<file path="src/rtl/wordle_letter_entry.sv">
// Wordle guess entry: builds a five-letter guess from button pulses and
// streams it out one letter per valid/ready transfer.
//
// Ports:
//   Clk, reset_n            clock, asynchronous active-low reset
//   BtnU, BtnD              next / previous letter (one-cycle pulses)
//   BtnC                    commit letter, submit guess, or restart
//   BtnL                    delete last letter
//   game_over               level from game FSM, forces LOCK
//   out_ready               consumer accepts out_letter this cycle
//   out_valid/letter/last   guess letter stream, last marks fifth letter
//   cursor_letter           letter currently selected for entry
//   pos                     letters buffered (0..5)
//   buf_flat                slot 0 in [39:32] .. slot 4 in [7:0]
//   guess_count             completed guesses sent (0..6)

module wordle_letter_entry (
    input  logic        Clk,
    input  logic        reset_n,
    input  logic        BtnU,
    input  logic        BtnD,
    input  logic        BtnC,
    input  logic        BtnL,
    input  logic        game_over,
    input  logic        out_ready,
    output logic        out_valid,
    output logic [7:0]  out_letter,
    output logic        out_last,
    output logic [7:0]  cursor_letter,
    output logic [2:0]  pos,
    output logic [39:0] buf_flat,
    output logic [2:0]  guess_count
);

    localparam logic [7:0] LTR_A = 8'h41;
    localparam logic [7:0] LTR_Z = 8'h5A;

    typedef enum logic [1:0] {
        EDIT = 2'd0,
        SEND = 2'd1,
        LOCK = 2'd2
    } state_e;

    state_e      state_q, state_d;
    logic [7:0]  cursor_q, cursor_d;
    logic [2:0]  pos_q, pos_d;
    logic [2:0]  gcnt_q, gcnt_d;
    logic [2:0]  idx_q, idx_d;
    logic [7:0]  slot_q [5];
    logic [7:0]  slot_d [5];

    logic        step_up;
    logic        step_dn;
    logic [7:0]  cursor_inc;
    logic [7:0]  cursor_dec;

    // Simultaneous up/down cancel out.
    assign step_up    = BtnU & ~BtnD;
    assign step_dn    = BtnD & ~BtnU;
    assign cursor_inc = (cursor_q == LTR_Z) ? LTR_A : cursor_q + 8'd1;
    assign cursor_dec = (cursor_q == LTR_A) ? LTR_Z : cursor_q - 8'd1;

    always_comb begin
        state_d  = state_q;
        cursor_d = cursor_q;
        pos_d    = pos_q;
        gcnt_d   = gcnt_q;
        idx_d    = idx_q;
        for (int i = 0; i < 5; i++) slot_d[i] = slot_q[i];

        case (state_q)
            EDIT: begin
                if (game_over) begin
                    state_d = LOCK;
                end else if (BtnC && pos_q < 3'd5) begin
                    // Commit stores the pre-edge cursor; U/D are overridden.
                    slot_d[pos_q] = cursor_q;
                    pos_d         = pos_q + 3'd1;
                    cursor_d      = LTR_A;
                end else begin
                    if (step_up) cursor_d = cursor_inc;
                    else if (step_dn) cursor_d = cursor_dec;
                    if (BtnC) begin
                        state_d = SEND;
                        idx_d   = 3'd0;
                    end else if (BtnL && pos_q != 3'd0) begin
                        pos_d         = pos_q - 3'd1;
                        slot_d[pos_d] = 8'h00;
                    end
                end
            end
            SEND: begin
                if (game_over) begin
                    state_d = LOCK;
                    idx_d   = 3'd0;
                end else if (out_ready) begin
                    if (idx_q == 3'd4) begin
                        for (int i = 0; i < 5; i++) slot_d[i] = 8'h00;
                        pos_d   = 3'd0;
                        idx_d   = 3'd0;
                        gcnt_d  = gcnt_q + 3'd1;
                        state_d = (gcnt_q == 3'd5) ? LOCK : EDIT;
                    end else begin
                        idx_d = idx_q + 3'd1;
                    end
                end
            end
            LOCK: begin
                if (BtnC && !game_over) begin
                    for (int i = 0; i < 5; i++) slot_d[i] = 8'h00;
                    pos_d    = 3'd0;
                    gcnt_d   = 3'd0;
                    cursor_d = LTR_A;
                    state_d  = EDIT;
                end
            end
            default: state_d = EDIT;
        endcase
    end

    always_ff @(posedge Clk or negedge reset_n) begin
        if (!reset_n) begin
            state_q  <= EDIT;
            cursor_q <= LTR_A;
            pos_q    <= 3'd0;
            gcnt_q   <= 3'd0;
            idx_q    <= 3'd0;
            for (int i = 0; i < 5; i++) slot_q[i] <= 8'h00;
        end else begin
            state_q  <= state_d;
            cursor_q <= cursor_d;
            pos_q    <= pos_d;
            gcnt_q   <= gcnt_d;
            idx_q    <= idx_d;
            for (int i = 0; i < 5; i++) slot_q[i] <= slot_d[i];
        end
    end

    // Outputs decode straight from state so reset drops out_valid at once.
    assign out_valid     = (state_q == SEND);
    assign out_letter    = out_valid ? slot_q[idx_q] : 8'h00;
    assign out_last      = out_valid && (idx_q == 3'd4);
    assign cursor_letter = cursor_q;
    assign pos           = pos_q;
    assign guess_count   = gcnt_q;
    assign buf_flat      = {slot_q[0], slot_q[1], slot_q[2],
                            slot_q[3], slot_q[4]};

endmodule

</file>
<file path="config.mk">
export PLATFORM = sky130hd
export DESIGN_NAME = wordle_letter_entry
export DESIGN_NICKNAME = d
export VERILOG_FILES = /design/src/rtl/wordle_letter_entry.sv
export SDC_FILE = /design/constraint.sdc
export NUM_CORES = 1
export LEC_CHECK = 0
export CAP_MARGIN = 20
export CORE_ASPECT_RATIO = 0.9
export CORE_MARGIN = 1
export CORE_UTILIZATION = 47
export CTS_CLUSTER_SIZE = 24
export DETAILED_ROUTE_END_ITERATION = 7
export GPL_TIMING_DRIVEN = 0
export PLACE_DENSITY = 0.73
export SYNTH_ARGS = -nofsm -noshare
export SYNTH_HDL_FRONTEND = slang
export SYNTH_SLANG_ARGS = --single-unit
</file>
<file path="constraint.sdc">
create_clock -name Clk -period 2.4 [get_ports Clk]
set_input_delay 0.24 -clock Clk [delete_from_list [all_inputs] [get_ports Clk]]
set_output_delay 0.24 -clock Clk [all_outputs]
set_load 0.05 [all_outputs]
</file>
==> summary.txt <==
Final Instance Area: 0.00482 mm²
Setup CP Type: flop to flop
Longest Clk Path Bufs: 2
CP Data Required Time: 2630 ps
Remaining Overflow, GRT: 0
Starting DRT DRC Count: 147
CP Launch Type: flop
wire per inst: 19.3 µm
# port buffers: 71
vias in the first global route: 3,061
H-tree levels: 3
residual DRC count: 0
Max Clk Rate: 425 MHz
top cells by count, synth: dfrtp_1 (57), a22o_1 (41), inv_1 (18)
hold crit path type: primary input to asynchronous set/reset pin
Pwr Total: 6780 µW
worst-case clock skew: 7.61 ps
final wirelength: 10.0 mm
Yosys top cell area share: 41.2%
asr flop ratio synth: 100%
Mapped Cells: 330
DR vias/cell: 6.16
flop and latch count out of synthesis: 59
most frequent cell after synthesis: dfrtp_1
# setup viols final: 0
pin count of the biggest net entering global routing: 33
Seq/Total Area, Yosys: 42.7%
CP Max Fanout: 10
Cell Pwr Density: 1410 mW/mm²
leading area contributor after synthesis: dfrtp_1
hold violation count in the final report: 0
clock latency on the worst-skew pair: 340 ps
Crit. End Element: flop
Die X: 92.5 µm
Rows: 29
Post-Synthesis Net Count: 353
leakage power: 0.00202 µW
Main synth FF type: dfrtp_1
Max rail drop VDD: 0.000834 V
placed cell area: 0.00433 mm²
final slew viol count: 0
Tcrit/Tclk final: 98.0%
Final min period: 2350 ps
mean post-synth cell area: 10.5 µm²
DIE HEIGHT: 83.4 µm
yosys warns: 0
Final ANT Viol Nets: 0
Post-synth EDFFs: 0
CTS tree: built
CTS Buf Count: 9
antenna violations before repair: 0
Pre-antenna DRT Iters: 4
share of post-route cells with drive strength above 1: 20.8%
Slew headroom: 49.3%
effective utilization at floorplan: 48.9%
first-pass GRT wire length: 16.3 mm
synth unique cells: 52
clk root buf: clkbuf_8
CTS clock-pin slew for the worst setup and hold paths: 80 ps
GP Congestion: 0.929
Worst-Margin Slew: 761 ps
Cell Area, Synth: 0.00346 mm²
met3 wire length: 644 µm
die area: 0.00772 mm²
M1 wire length: 4.29 mm
Data arrival, critical path: 2580 ps
Max Cap Viol: 0
Layout Nets: 445
DR WL met2: 4.95 mm
status: complete, no violations
Core Area: 0.00708 mm²
ranking of synthesized cells by area: dfrtp_1 (41%), a22o_1 (10%), ha_1 (5.4%)
I/O pin count: 72
fillers: 551
area grow syn2layout: 39.2%
Sink Count: 59
DP Wirelength: 6.92 mm
GRT Util Overall: 28.0%
Ant. Diodes: 0
vias: 3,202
Top Layer Used: met4
-- registers in the layout (all words and copies together), names as in the netlist --
name,flops
pos,3
buf_flat,40
state_q,2
idx_q,3
guess_count,3
cursor_letter,8
-- metrics by stage --
stage	setup TNS [ps]	std cells	hold slack [ps]	util [%]	worst slack [ps]
floorplan	0	330	-55.6	-	33.5
global placement	-69330	494	513	60.9	-798
detailed placement	-27560	495	349	61.1	-837
CTS	0	516	518	66.5	8.43
global route	-61.1	520	552	68.1	-13.5
finish	0	520	500	68.1	47.6
-- worst max-delay path, cell delays in order (launching register included) --
cell      delay, ps
dfrtp_1         400
buf_6           170
inv_2            90
ha_4            160
nand4b_1        120
a221o_2         490
a31oi_4         230
buf_12          160
o31ai_4          80
buf_4           170
a22o_1          180
-- routing by layer --
metal	up-vias	GRT usage, %
met3	15	7.97
met5	-	0
met4	0	9.52
li1	1446	-
met1	1620	36.5
met2	121	44.6
-- logic make-up after synthesis --
family	after synthesis	share of synthesized area (%)
AOI/OAI and AO/OA	113	25.3
and+or+nand+nor	87	14.5
DFF	59	42.7
buffers and inverters	39	4.34
adders and majority gates	15	5.42
muxes	14	7.01
xor gates and xnor gates	3	0.759
-- where the power goes --
group / total (µW) / internal, µW / switching [µW]
Clock: 938 / 486 / 452
Sequential: 1560 / 1280 / 278
Combinational: 4290 / 1600 / 2690
-- layout make-up --
class / instances / area [µm²] / share of cell area (%)
clock buffer: 9 / 124 / 2.57
timing repair buffer: 84 / 848 / 17.6
buffer: 18 / 103 / 2.13
multi-input combinational: 232 / 2000 / 41.5
clock inverter: 7 / 76.3 / 1.58
tap: 93 / 116 / 2.41
inverter: 18 / 71.3 / 1.48
sequential: 59 / 1480 / 30.7
-- repair_timing --
action / 4_1_cts / 5_1_grt
gates resized for setup: 51 / 22
endpoints found under the setup margin: 58 / 55
hold buffers: 1 / 0
setup buffers: 7 / 4
hold endpoints to repair: 30 / 0
pin swaps: 3 / 5
-- placed cells by master (no fill, tap or decap), types with 6 or more instances in the layout --
cell | synthesis | routed
a21o_1 | 6 | 6
a21oi_1 | 10 | 10
a22o_1 | 41 | 41
a22oi_1 | 8 | 8
a31oi_1 | 7 | 7
buf_4 | 0 | 9
clkbuf_1 | 16 | 10
clkbuf_8 | 0 | 9
clkdlybuf4s15_2 | 0 | 9
clkdlybuf4s50_1 | 0 | 60
dfrtp_1 | 57 | 57
ha_1 | 15 | 10
inv_1 | 18 | 16
mux4_2 | 8 | 8
nand2_1 | 15 | 15
nor2_1 | 17 | 17
nor2b_1 | 14 | 6
nor2b_2 | 0 | 8
o21ai_0 | 15 | 15
-- worst paths after layout --
path | startpoint | to | slack (ps) | depth (start not counted)
worst max-delay path | idx_q[0] | buf_flat[13] | 50 | 10
worst min-delay path | reset_n | idx_q[1] | 500 | 2
worst max register to register | idx_q[0] | buf_flat[13] | 50 | 10
worst min register to register | buf_flat[35] | buf_flat[35] | 530 | 1
max in group asynchronous | reset_n | cursor_letter[0] | 1210 | 3
min in group Clk | buf_flat[35] | buf_flat[35] | 530 | 1
Note: power is estimated with default switching activity, not from simulation.
